$ cat config.mk
export PLATFORM = sky130hd
export DESIGN_NAME = wide_add_seq_flat
export DESIGN_NICKNAME = d
export VERILOG_FILES = /design/src/rtl/wide_add_seq_pkg.sv /design/src/rtl/wide_add_seq_if.sv /design/src/rtl/wide_add_seq_adder16.sv /design/src/rtl/wide_add_seq.sv /design/src/flat_wrapper.sv
export SDC_FILE = /design/constraint.sdc
export NUM_CORES = 1
export LEC_CHECK = 0
export CORE_ASPECT_RATIO = 2
export CORE_MARGIN = 2
export CORE_UTILIZATION = 52
export CTS_BUF_LIST = sky130_fd_sc_hd__clkbuf_2 sky130_fd_sc_hd__clkbuf_4 sky130_fd_sc_hd__clkbuf_8
export DETAILED_ROUTE_END_ITERATION = 10
export HOLD_SLACK_MARGIN = 0.05
export PLACE_DENSITY_LB_ADDON = 0.25
export SETUP_SLACK_MARGIN = 0.3
export SLEW_MARGIN = 20
export SYNTH_ARGS = -nofsm -noshare
export SYNTH_HDL_FRONTEND = slang
export SYNTH_SLANG_ARGS = --single-unit
$ cat constraint.sdc
create_clock -name clk -period 6.1 [get_ports clk]
set_input_delay 0.61 -clock clk [delete_from_list [all_inputs] [get_ports clk]]
set_output_delay 0.61 -clock clk [all_outputs]
set_load 0.01 [all_outputs]
$ cat src/rtl/wide_add_seq_pkg.sv
// rtl/wide_add_seq_pkg.sv - shared slice width and FSM state encoding for wide_add_seq
package wide_add_seq_pkg;

    localparam int SLICE_W   = 16;
    localparam int SLICE_LOG = $clog2(SLICE_W);

    // Encoding 2'd3 is unused; the FSM recovers from it to S_IDLE.
    typedef enum logic [1:0] {
        S_IDLE = 2'd0,
        S_BUSY = 2'd1,
        S_DONE = 2'd2
    } state_t;

endpackage

$ cat src/rtl/wide_add_seq_if.sv
// rtl/wide_add_seq_if.sv - request/result handshake bundle for wide_add_seq
interface wide_add_seq_if #(
    parameter int WIDTH = 64
);
    logic             in_valid;
    logic             in_ready;
    logic [WIDTH-1:0] in_a;
    logic [WIDTH-1:0] in_b;
    logic             in_sub;
    logic             out_valid;
    logic             out_ready;
    logic [WIDTH-1:0] out_sum;
    logic             out_cout;
    logic             out_ovf;

    modport master (
        output in_valid, in_a, in_b, in_sub, out_ready,
        input  in_ready, out_valid, out_sum, out_cout, out_ovf
    );

    modport slave (
        input  in_valid, in_a, in_b, in_sub, out_ready,
        output in_ready, out_valid, out_sum, out_cout, out_ovf
    );
endinterface

$ cat src/rtl/wide_add_seq_adder16.sv
// rtl/wide_add_seq_adder16.sv - 16-bit carry-lookahead adder slice (4x4-bit groups)
module wide_add_seq_adder16
    import wide_add_seq_pkg::*;
(
    input  logic [SLICE_W-1:0] in1,
    input  logic [SLICE_W-1:0] in2,
    input  logic               c0,
    output logic [SLICE_W-1:0] sout,
    output logic               cout
);
    logic [15:0] g;
    logic [15:0] p;
    logic [15:0] c;
    logic [3:0]  gg;
    logic [3:0]  gp;
    logic [4:0]  cb;
    logic        cc;

    always_comb begin
        g  = in1 & in2;
        p  = in1 ^ in2;
        gg = '0;
        gp = '0;
        cb = '0;
        c  = '0;
        cc = 1'b0;
        cb[0] = c0;
        // Group carries come from lookahead; only bits inside a group ripple.
        for (int k = 0; k < 4; k++) begin
            gg[k] = g[4*k+3]
                  | (p[4*k+3] & g[4*k+2])
                  | (p[4*k+3] & p[4*k+2] & g[4*k+1])
                  | (p[4*k+3] & p[4*k+2] & p[4*k+1] & g[4*k]);
            gp[k] = &p[4*k +: 4];
            cb[k+1] = gg[k] | (gp[k] & cb[k]);
        end
        for (int k = 0; k < 4; k++) begin
            cc = cb[k];
            for (int j = 0; j < 4; j++) begin
                c[4*k+j] = cc;
                cc = g[4*k+j] | (p[4*k+j] & cc);
            end
        end
        sout = p ^ c;
        cout = cb[4];
    end
endmodule

$ cat src/rtl/wide_add_seq.sv
// rtl/wide_add_seq.sv - sequential WIDTH-bit add/sub, one 16-bit slice per cycle, LSB first
module wide_add_seq
    import wide_add_seq_pkg::*;
#(
    parameter int WIDTH = 64
) (
    input  logic          clk,
    input  logic          rst,
    wide_add_seq_if.slave bus
);
    localparam int NSLICE = WIDTH / SLICE_W;
    localparam int IW     = (NSLICE > 1) ? $clog2(NSLICE) : 1;
    localparam logic [IW-1:0] LAST = IW'(NSLICE - 1);

    state_t                 state;
    logic [WIDTH-1:0]       a_r;
    logic [WIDTH-1:0]       b_r;
    logic [WIDTH-1:0]       sum_r;
    logic [IW-1:0]          idx;
    logic                   carry;
    logic                   in_ready_r;
    logic                   out_valid_r;
    logic                   cout_r;
    logic                   ovf_r;
    logic [IW+SLICE_LOG-1:0] base;
    logic [SLICE_W-1:0]     a_s;
    logic [SLICE_W-1:0]     b_s;
    logic [SLICE_W-1:0]     sout;
    logic                   cout;

    assign base = {idx, {SLICE_LOG{1'b0}}};
    assign a_s  = a_r[base +: SLICE_W];
    assign b_s  = b_r[base +: SLICE_W];

    wide_add_seq_adder16 u_add (
        .in1  (a_s),
        .in2  (b_s),
        .c0   (carry),
        .sout (sout),
        .cout (cout)
    );

    always_ff @(posedge clk) begin
        if (rst) begin
            state       <= S_IDLE;
            a_r         <= '0;
            b_r         <= '0;
            sum_r       <= '0;
            idx         <= '0;
            carry       <= 1'b0;
            in_ready_r  <= 1'b1;
            out_valid_r <= 1'b0;
            cout_r      <= 1'b0;
            ovf_r       <= 1'b0;
        end else begin
            case (state)
                S_IDLE: begin
                    if (bus.in_valid) begin
                        a_r        <= bus.in_a;
                        // Subtraction is A + ~B + 1: invert B here, carry-in 1.
                        b_r        <= bus.in_b ^ {WIDTH{bus.in_sub}};
                        carry      <= bus.in_sub;
                        idx        <= '0;
                        in_ready_r <= 1'b0;
                        state      <= S_BUSY;
                    end
                end
                S_BUSY: begin
                    sum_r[base +: SLICE_W] <= sout;
                    carry <= cout;
                    idx   <= idx + IW'(1);
                    if (idx == LAST) begin
                        cout_r      <= cout;
                        // Sum MSB is still on the adder output this cycle.
                        ovf_r       <= (a_r[WIDTH-1] == b_r[WIDTH-1]) &&
                                       (sout[SLICE_W-1] != a_r[WIDTH-1]);
                        out_valid_r <= 1'b1;
                        state       <= S_DONE;
                    end
                end
                S_DONE: begin
                    if (bus.out_ready) begin
                        out_valid_r <= 1'b0;
                        in_ready_r  <= 1'b1;
                        state       <= S_IDLE;
                    end
                end
                default: begin
                    out_valid_r <= 1'b0;
                    in_ready_r  <= 1'b1;
                    state       <= S_IDLE;
                end
            endcase
        end
    end

    assign bus.in_ready  = in_ready_r;
    assign bus.out_valid = out_valid_r;
    assign bus.out_sum   = sum_r;
    assign bus.out_cout  = cout_r;
    assign bus.out_ovf   = ovf_r;
endmodule
$ cat src/flat_wrapper.sv
// flat-port wrapper written by rule: the top's interface ports become plain ports
module wide_add_seq_flat import wide_add_seq_pkg::*;
#(
    parameter int WIDTH = 64
)
  (clk, rst, bus_in_valid, bus_in_a, bus_in_b, bus_in_sub, bus_out_ready, bus_in_ready, bus_out_valid, bus_out_sum, bus_out_cout, bus_out_ovf);
  wide_add_seq_if #(.WIDTH(WIDTH)) bus_i ();
  input  logic clk;
  input  logic rst;
  input wire logic [$bits(bus_i.in_valid)-1:0] bus_in_valid;
  input wire logic [$bits(bus_i.in_a)-1:0] bus_in_a;
  input wire logic [$bits(bus_i.in_b)-1:0] bus_in_b;
  input wire logic [$bits(bus_i.in_sub)-1:0] bus_in_sub;
  input wire logic [$bits(bus_i.out_ready)-1:0] bus_out_ready;
  output wire logic [$bits(bus_i.in_ready)-1:0] bus_in_ready;
  output wire logic [$bits(bus_i.out_valid)-1:0] bus_out_valid;
  output wire logic [$bits(bus_i.out_sum)-1:0] bus_out_sum;
  output wire logic [$bits(bus_i.out_cout)-1:0] bus_out_cout;
  output wire logic [$bits(bus_i.out_ovf)-1:0] bus_out_ovf;
  assign bus_i.in_valid = bus_in_valid;
  assign bus_i.in_a = bus_in_a;
  assign bus_i.in_b = bus_in_b;
  assign bus_i.in_sub = bus_in_sub;
  assign bus_i.out_ready = bus_out_ready;
  assign bus_in_ready = bus_i.in_ready;
  assign bus_out_valid = bus_i.out_valid;
  assign bus_out_sum = bus_i.out_sum;
  assign bus_out_cout = bus_i.out_cout;
  assign bus_out_ovf = bus_i.out_ovf;
  wide_add_seq #(.WIDTH(WIDTH)) u_core (.clk(clk), .rst(rst), .bus(bus_i));
endmodule
==> results of run 1 <==
==> routing by layer <==
metal  routed length, um  global-route usage (%)  vias to the layer above
met5                   0                       0                        -
li1                    -                       -                     3724
met2               14030                   51.51                      280
met4                1645                   16.35                        0
met3                1084                   3.043                       75
met1                8412                   26.17                     3562
==> sequential cells by signal (all words and copies together), names as in the netlist, 2 cells and up <==
signal              count
u_core.a_r             64
u_core.b_r             64
u_core.bus.out_sum     64
u_core.idx              2
u_core.state            2
==> layout make-up <==
class,instances,area [um^2]
Multi-Input combinational cell,695,4638
Clock buffer,39,493.0
Clock inverter,7,60.06
Tap cell,210,262.8
Timing Repair Buffer,209,2088
Inverter,26,97.59
Sequential cell,201,4026
Fill cell,1413,5520
==> worst max-delay path by stage <==
stage	startpoint	end	slack [ps]	depth (start not counted)
after floorplan	u_core.idx[0]	u_core.bus.out_ovf	1890	16
after global placement	u_core.idx[1]	u_core.bus.out_ovf	1620	14
after detailed placement	u_core.idx[1]	u_core.bus.out_ovf	1490	15
after CTS	u_core.idx[1]	u_core.bus.out_ovf	1490	15
after global routing	u_core.idx[1]	u_core.bus.out_ovf	1220	15
final	u_core.idx[1]	u_core.bus.out_ovf	1500	14
==> worst max-delay path, delay by kind of cell, from the launching register on <==
| kind | cells | cell delay [ps] |
|---|---|---|
| adder cells (fa/ha/maj) | 4 | 1170 |
| AND/OR/NAND/NOR | 4 | 640 |
| AO/OA/AOI/OAI | 3 | 770 |
| XOR/XNOR | 1 | 380 |
| multiplexers | 1 | 610 |
| flip-flops | 1 | 780 |
| buffers and inverters | 1 | 60 |
==> Yosys cell counts (all sizes together) (4+ instances only) <==
cell type	number	share of area, %
dfxtp	201	44
nor2	172	7.4
nand2	144	6.0
a21oi	104	5.7
xnor2	67	6.5
a211oi	65	5.4
clkbuf	40	1.7
mux4	32	7.9
buf	31	1.8
inv	26	1.1
a22oi	25	2.1
ha	22	3.0
fa	12	2.6
a2bb2oi	10	0.97
nand4	5	0.48
nor2b	5	0.35
nor3	5	0.33
nand3	4	0.22
==> through the flow <==
| stage | worst slack, ps | utilization, % | instance area [um^2] | total power [mW] | instances |
|---|---|---|---|---|---|
| floorplan | 1889 | - | 9066 | 1.756 | 993 |
| global placement | 1616 | 64.57 | 11100 | 1.965 | 1340 |
| detailed placement | 1494 | 64.57 | 11100 | 1.974 | 1340 |
| CTS | 1495 | 67.79 | 11650 | 3.016 | 1386 |
| global route | 1224 | 67.88 | 11670 | 3.116 | 1387 |
| finish | 1501 | 67.88 | 11670 | 3.005 | 1387 |
==> report_power, final <==
part	total (mW)	switching [mW]	leakage (nW)	internal [mW]
registers	1.43	0.0493	1.65	1.38
clock network	1.06	0.497	0.300	0.560
logic	0.516	0.269	2.28	0.247
total	3.00	0.816	4.22	2.19
==> logic make-up after synthesis <==
| group | Yosys count | share of synthesized area (%) |
|---|---|---|
| XOR/XNOR | 68 | 6.569 |
| AO/OA/AOI/OAI | 214 | 15.06 |
| buffers and inverters | 97 | 4.526 |
| adder cells (fa/ha/maj) | 34 | 5.686 |
| AND/OR/NAND/NOR | 346 | 15.72 |
| flip-flops | 201 | 44.38 |
| multiplexers | 33 | 8.060 |
==> impl_metrics.ini, run 1 <==
[clock_network]
numCtsBuffers = 27
cts_tree = built
cts_setup_buffers = 0
insertion_delay_ps = 540
cts_buffer_depth = 3
root_buffer = clkbuf_8
clock_tree.htree_level_count = 1
cts.clk_slew.worst_paths_ps = 70
holdBufCountCts = 0
post_cts_resized = 0
clkSinkCount = 201

[final_layout]
layout_commonest_cell = dfxtp_1
diodes = 0
layout_common_cells = 199 x dfxtp_1, 198 x clkdlybuf4s50_1, 162 x nor2_1
drive_gt1_share_pct = 9.176
fin_nets = 1327
area_growth_pct = 28.68

[placed_design]
gp_congestion = 0.8691
hpwl_mm = 18.90
portBuffers = 200

[timing]
setup_violations = 0
finalCritPeriodShare_pct = 75.40
hold_viol_final = 0
setup-tns-final_ps = 0
fin_skew_ps = 11.26
rsz0062_at_grt = false
slew-limit-headroom_pct = 37.85
fmax_mhz = 217.4
period_needed_ps = 4599
max_slew.worst_pin.slew_ps = 932.3
hold_ws_ps = 455.6
slew_violations = 0

[floorplanning]
ios = 201
die_h_um = 190.7
rows = 68
start_util_pct = 52.75
die_w_um = 97.37
fp.coreArea_mm2 = 0.01719
dieArea_mm2 = 0.01857

[critical_path]
cp_max_fo = 23
critPathArrivalTime_ps = 4990
r2r_cells = 14
crit_chain = mux4_2 -> ha_1 -> a21o_1 -> a221o_1 -> nor2b_1 -> nor3b_1 -> fa_1 -> fa_1 -> inv_1 -> fa_1 -> xor2_1 -> nor2_1 -> a211oi_1 -> nor3_1
reg2reg_to = u_core.bus.out_ovf
critPathCaptureType = flip-flop
path_class = reg -> reg
crit_slowest_cell = dfxtp_2
reg2reg_from = u_core.idx[1]
crit_required_ps = 6490
cp_common_cell = fa_1
crit_path_start_kind = flip-flop
ff2ff_setup_slack_ps = 1500
cpPeakStageDelay_ps = 780

[power]
power_leakage_nw = 4.224
power.density_mw_per_mm2 = 257.6
vdd_drop_max_mv = 0.1556

[hold_path]
hp-class = reg -> reg
holdPathStages = 2
min-delay-start = u_core.a_r[62]
hold_end = u_core.a_r[62]

[grt]
antenna_found_initial = 0
grt_pass1_wl_mm = 38.90
grtUsageTotal_pct = 26.52
grt_overflow = 0
grt_max_degree = 151
grt_pass1_vias = 7529

[synth]
synth_seq_cells = 201
synth_top_flop_cell = dfxtp_1
syn-cell-area_mm2 = 0.009066
syn_nets = 1160
synth_warnings = 0
avgSynthCellArea_um2 = 9.130
seq_area_frac_synth_pct = 44.38
async_flop_share_pct = 0
synthCells = 993
synth.distinct_cells = 41
synth_edf_count = 0

[route]
vias_per_cell = 5.509
drt_wl_total_mm = 25.17
drc = 0
drt_iter0_drc = 395
ant_nets = 0
dr.pass1.iters = 6
dr_total_vias = 7641
wl_per_cell_um = 18.15

[run]
max-cap-violations = 0

[run_status]
status = completed
No activity file was read; power rests on OpenSTA's default activity.
==> run 2, diff against run 1 <==
==> constraint.sdc (replaced) <==
create_clock -name clk -period 4.7 [get_ports clk]
set_input_delay 0.47 -clock clk [delete_from_list [all_inputs] [get_ports clk]]
set_output_delay 0.47 -clock clk [all_outputs]
set_load 0.01 [all_outputs]
==> impl_metrics.ini, run 2 (synthesis gave the netlist of run 1 again) <==
[critical_path]
reg2reg_to = u_core.bus.out_ovf
ff2ff_setup_slack_ps = 520
crit_required_ps = 5090
crit_chain = buf_4 -> mux4_2 -> ha_1 -> a21o_1 -> a221o_1 -> nor2b_1 -> nor3b_1 -> fa_1 -> fa_1 -> inv_1 -> fa_1 -> xor2_2 -> nor2_1 -> a211oi_1 -> nor3_1
critPathArrivalTime_ps = 4570
cp_common_cell = fa_1
critPathCaptureType = flip-flop
crit_slowest_cell = dfxtp_4
cp_max_fo = 15
r2r_cells = 15
cpPeakStageDelay_ps = 510
reg2reg_from = u_core.idx[1]
crit_path_start_kind = flip-flop
path_class = reg -> reg
worstSetupStartpoint = u_core.idx[1]

[timing]
hold_viol_final = 0
setup-tns-final_ps = 0
period_needed_ps = 4181
setup_violations = 0
rsz0062_at_grt = true
finalCritPeriodShare_pct = 88.96
slew-limit-headroom_pct = 35.49
slew_violations = 0
fin_skew_ps = 9.737
fmax_mhz = 239.2
max_slew.worst_pin.slew_ps = 967.7

[floorplanning]
fp.coreArea_mm2 = 0.01719
die_w_um = 97.37
start_util_pct = 52.75
dieArea_mm2 = 0.01857
ios = 201
rows = 68
die_h_um = 190.7

[clock_network]
clock_tree.htree_level_count = 1
cts_tree = built
insertion_delay_ps = 540
cts_buffer_depth = 3
cts.clk_slew.worst_paths_ps = 70
numCtsBuffers = 27
cts_setup_buffers = 0
holdBufCountCts = 0
root_buffer = clkbuf_8
clkSinkCount = 201

[route]
drc = 0
vias_per_cell = 5.509
ant_nets = 0
drt_wl_total_mm = 25.53
wl_per_cell_um = 18.45
dr.pass1.iters = 7
dr_total_vias = 7625
drt_iter0_drc = 378

[run_status]
status = completed

[hold_path]
hp-class = in -> reg
holdPathStages = 2
min-delay-start = rst
hold_end = u_core.bus.out_sum[45]

[power]
clock_power_share_pct = 34.9
power.density_mw_per_mm2 = 333.9
power_mw = 3.901
p_switching_mw = 1.041
vdd_drop_max_mv = 0.2392
power_leakage_nw = 4.226
swShare_pct = 26.68
internal_power_mw = 2.861
p_seq_share_pct = 47.8
pwr-share-comb_pct = 17.2

[final_layout]
layout_common_cells = 199 x dfxtp_1, 198 x clkdlybuf4s50_1, 162 x nor2_1
layout_commonest_cell = dfxtp_1
area_growth_pct = 28.89
finalNonFillerCells = 1384
fin_nets = 1327
design_area_mm2 = 0.01169
diodes = 0
drive_gt1_share_pct = 9.114

[grt]
grt_max_degree = 158
grt_overflow = 0
antenna_found_initial = 0
grt_pass1_wl_mm = 38.71
grtUsageTotal_pct = 26.55
grt_pass1_vias = 7508

[placed_design]
hpwl_mm = 19.52
gp_congestion = 0.8334
dpl_cell_area_mm2 = 0.01112
portBuffers = 200
dp.cells = 1341

[run]
max-cap-violations = 0
==> run 2: critical path: cells and delay by family (launching register included) <==
family                   cells  cell delay (ps)
XOR/XNOR                     1              300
AND/OR/NAND/NOR              4              630
buffers and inverters        2              320
adder cells (fa/ha/maj)      4             1150
multiplexers                 1              340
AO/OA/AOI/OAI                3              760
flip-flops                   1              510
==> run 2: worst max path at each step <==
stage                               endpoint  slack, ps  depth (start not counted)
after floorplan           u_core.bus.out_ovf        490                         16
after global routing      u_core.bus.out_ovf        230                         15
after global placement    u_core.bus.out_ovf        330                         15
after detailed placement  u_core.bus.out_ovf        260                         15
after CTS                 u_core.bus.out_ovf        350                         15
final                     u_core.bus.out_ovf        520                         15
==> run 2: routing by layer <==
metal | GRT usage, % | up-vias | wire, um
met4 | 17.90 | 0 | 1857
met5 | 0 | - | 0
met1 | 26.15 | 3534 | 8331
met3 | 3.226 | 84 | 1240
met2 | 50.74 | 284 | 14100
li1 | - | 3723 | -
==> run 2: what timing repair did <==
item / in CTS / in global routing
gates resized for setup: 1 / 2
endpoints found under the setup margin: 1 / 8
cloned: 0 / 0
==> run 2: power by group through the flow <==
| stage | clock (mW) | sequential [mW] | combinational (mW) |
|---|---|---|---|
| global route | 1.44 | 1.87 | 0.728 |
| global placement | 0 | 1.90 | 0.650 |
| detailed placement | 0 | 1.90 | 0.664 |
| floorplan | 0 | 1.87 | 0.412 |
| CTS | 1.37 | 1.87 | 0.670 |
| finish | 1.36 | 1.87 | 0.672 |
==> run 2: area by class of cell <==
| class | count | area, um^2 |
|---|---|---|
| clock buffer | 41 | 514.2 |
| clock inverter | 2 | 35.03 |
| fill | 1437 | 5502 |
| inverter | 26 | 97.59 |
| multi-input combinational | 695 | 4653 |
| sequential | 201 | 4029 |
| tap | 210 | 262.8 |
| timing repair buffer | 209 | 2093 |
==> run 2: stage by stage <==
| step | util (%) | setup slack [ps] | hold slack (ps) |
|---|---|---|---|
| after CTS | 67.93 | 345.7 | 424.6 |
| final | 67.99 | 518.8 | 425.2 |
| after floorplan | - | 488.8 | 433.1 |
| after global routing | 67.99 | 228.6 | 455.6 |
| after global placement | 64.69 | 325.7 | 439.6 |
| after detailed placement | 64.69 | 262.4 | 445.1 |
==> run 3, diff against run 2 <==
--- a/config.mk
+++ b/config.mk
@@ -9,6 +9,7 @@
 export CORE_MARGIN = 2
 export CORE_UTILIZATION = 52
 export CTS_BUF_LIST = sky130_fd_sc_hd__clkbuf_2 sky130_fd_sc_hd__clkbuf_4 sky130_fd_sc_hd__clkbuf_8
+export CTS_CLUSTER_DIAMETER = 30
 export DETAILED_ROUTE_END_ITERATION = 10
 export HOLD_SLACK_MARGIN = 0.05
 export PLACE_DENSITY_LB_ADDON = 0.25
==> impl_metrics.ini, run 3 (synthesis gave the netlist of run 1 again) <==
[critical_path]
critPathBufInv = 2
path_class = reg -> reg
path_delay_family = adder cells
crit_chain = buf_4 -> mux4_2 -> ha_1 -> and3_1 -> a221o_1 -> nor2b_1 -> nor3b_1 -> fa_1 -> fa_1 -> inv_1 -> fa_1 -> xor2_4 -> nor2_1 -> a211oi_1 -> nor3_1
cp_common_cell = fa_1
worstSetupStartpoint = u_core.idx[1]
crit_required_ps = 5110
critPathArrivalTime_ps = 4560
critPathCaptureType = flip-flop
reg2reg_from = u_core.idx[1]
crit_path_start_kind = flip-flop
crit_slowest_cell = dfxtp_4
cp_max_fo = 15
cpPeakStageDelay_ps = 510

[clock_network]
insertion_delay_ps = 560
holdBufCountCts = 0
post_cts_resized = 1
cts_buffer_depth = 3
clock_tree.htree_level_count = 1
cts.clk_slew.worst_paths_ps = 70
root_buffer = clkbuf_8
numCtsBuffers = 29
clkSinkCount = 201
cts_setup_buffers = 0
cts_tree = built

[run]
max-cap-violations = 0

[run_status]
status = completed

[final_layout]
area_growth_pct = 30.24
fin_util_pct = 68.70
layout_common_cells = 199 x dfxtp_1, 198 x clkdlybuf4s50_1, 162 x nor2_1
drive_gt1_share_pct = 9.729
finalNonFillerCells = 1392
fin_nets = 1329
nFillCells = 1413
layout_commonest_cell = dfxtp_1
diodes = 0

[grt]
grt_overflow = 0
grt_pass1_vias = 7528
antenna_found_initial = 0
grt_max_degree = 158
grt_pass1_wl_mm = 38.85
grtUsageTotal_pct = 26.69

[placed_design]
gp_congestion = 0.8334
dp.cells = 1341
portBuffers = 200
hpwl_mm = 19.52

[timing]
slew-limit-headroom_pct = 35.39
rsz0062_at_grt = true
fmax_mhz = 241.1
fin_skew_ps = 35.56
max_slew.worst_pin.slew_ps = 969.1
hold_viol_final = 0
period_needed_ps = 4148
setup_violations = 0
slew_violations = 0
finalCritPeriodShare_pct = 88.26
setup-tns-final_ps = 0

[route]
dr.pass1.iters = 5
vias_per_cell = 5.519
drc = 0
dr_total_vias = 7683
drt_iter0_drc = 394
drt_wl_total_mm = 25.75
ant_nets = 0
wl_per_cell_um = 18.50

[hold_path]
min-delay-start = rst
hp-class = in -> reg

[floorplanning]
fp.coreArea_mm2 = 0.01719
start_util_pct = 52.75
dieArea_mm2 = 0.01857
rows = 68
die_h_um = 190.7
ios = 201
die_w_um = 97.37

[power]
p_switching_mw = 1.096
power.density_mw_per_mm2 = 346.5
clock_power_share_pct = 37.9
vdd_drop_max_mv = 0.1981
power_mw = 4.092
internal_power_mw = 2.996
power_leakage_nw = 4.279
p_seq_share_pct = 45.6
pwr-share-comb_pct = 16.4
swShare_pct = 26.78
## run 3: cell types whose count changed in the layout (fill, tap and decap cells not counted), sizes merged
cell,previous run,this run
clkinvlp,0,1
clkinv,1,2
inv,26,28
clkbuf,41,44
bufinv,1,2
## run 3: layer usage
layer | global-route usage (%) | up-vias | part of all wire (%)
met5 | 0 | - | 0
met4 | 17.41 | 0 | 6.9
met3 | 3.409 | 83 | 4.7
met2 | 51.35 | 278 | 55
li1 | - | 3734 | -
met1 | 26.11 | 3588 | 33
## run 3: area by class of cell
cell class	instances	area, um^2	area share [%]
Multi-Input combinational cell	695	4664	39.50
Sequential cell	201	4029	34.12
Timing Repair Buffer	209	2093	17.73
Clock buffer	44	561.8	4.758
Tap cell	210	262.8	2.225
Clock inverter	7	98.84	0.8371
Inverter	26	97.59	0.8265
## run 3: per-stage QoR
step                hold WS (ps)  worst slack [ps]  instance area, um^2
floorplan                  433.1             488.8                 9066
global placement           439.6             325.7                11120
detailed placement         445.1             262.4                11120
CTS                        408.1             347.8                11790
global route               443.7             267.9                11810
finish                     412.2             551.6                11810
## run 3: worst paths after layout
path,to,slack (ps),depth (start not counted)
setup / recovery,u_core.bus.out_ovf,550,15
hold / removal,u_core.bus.out_sum[21],410,2
setup reg to reg,u_core.bus.out_ovf,550,15
hold reg to reg,u_core.a_r[42],450,2
## run 3: worst register-to-register path, stage by stage (launching register included)
cell and delay, ps:
dfxtp_4 510, buf_4 280, mux4_2 330, ha_1 370
and3_1 200, a221o_1 320, nor2b_1 160, nor3b_1 320
fa_1 260, fa_1 170, inv_1 50, fa_1 440
xor2_4 240, nor2_1 80, a211oi_1 220, nor3_1 60
## run 3: power groups by stage
stage / Combinational (mW) / Sequential, mW / Clock [mW]
finish: 0.673 / 1.87 / 1.55
global route: 0.731 / 1.87 / 1.63
CTS: 0.669 / 1.87 / 1.56
detailed placement: 0.664 / 1.90 / 0
global placement: 0.650 / 1.90 / 0
floorplan: 0.412 / 1.87 / 0
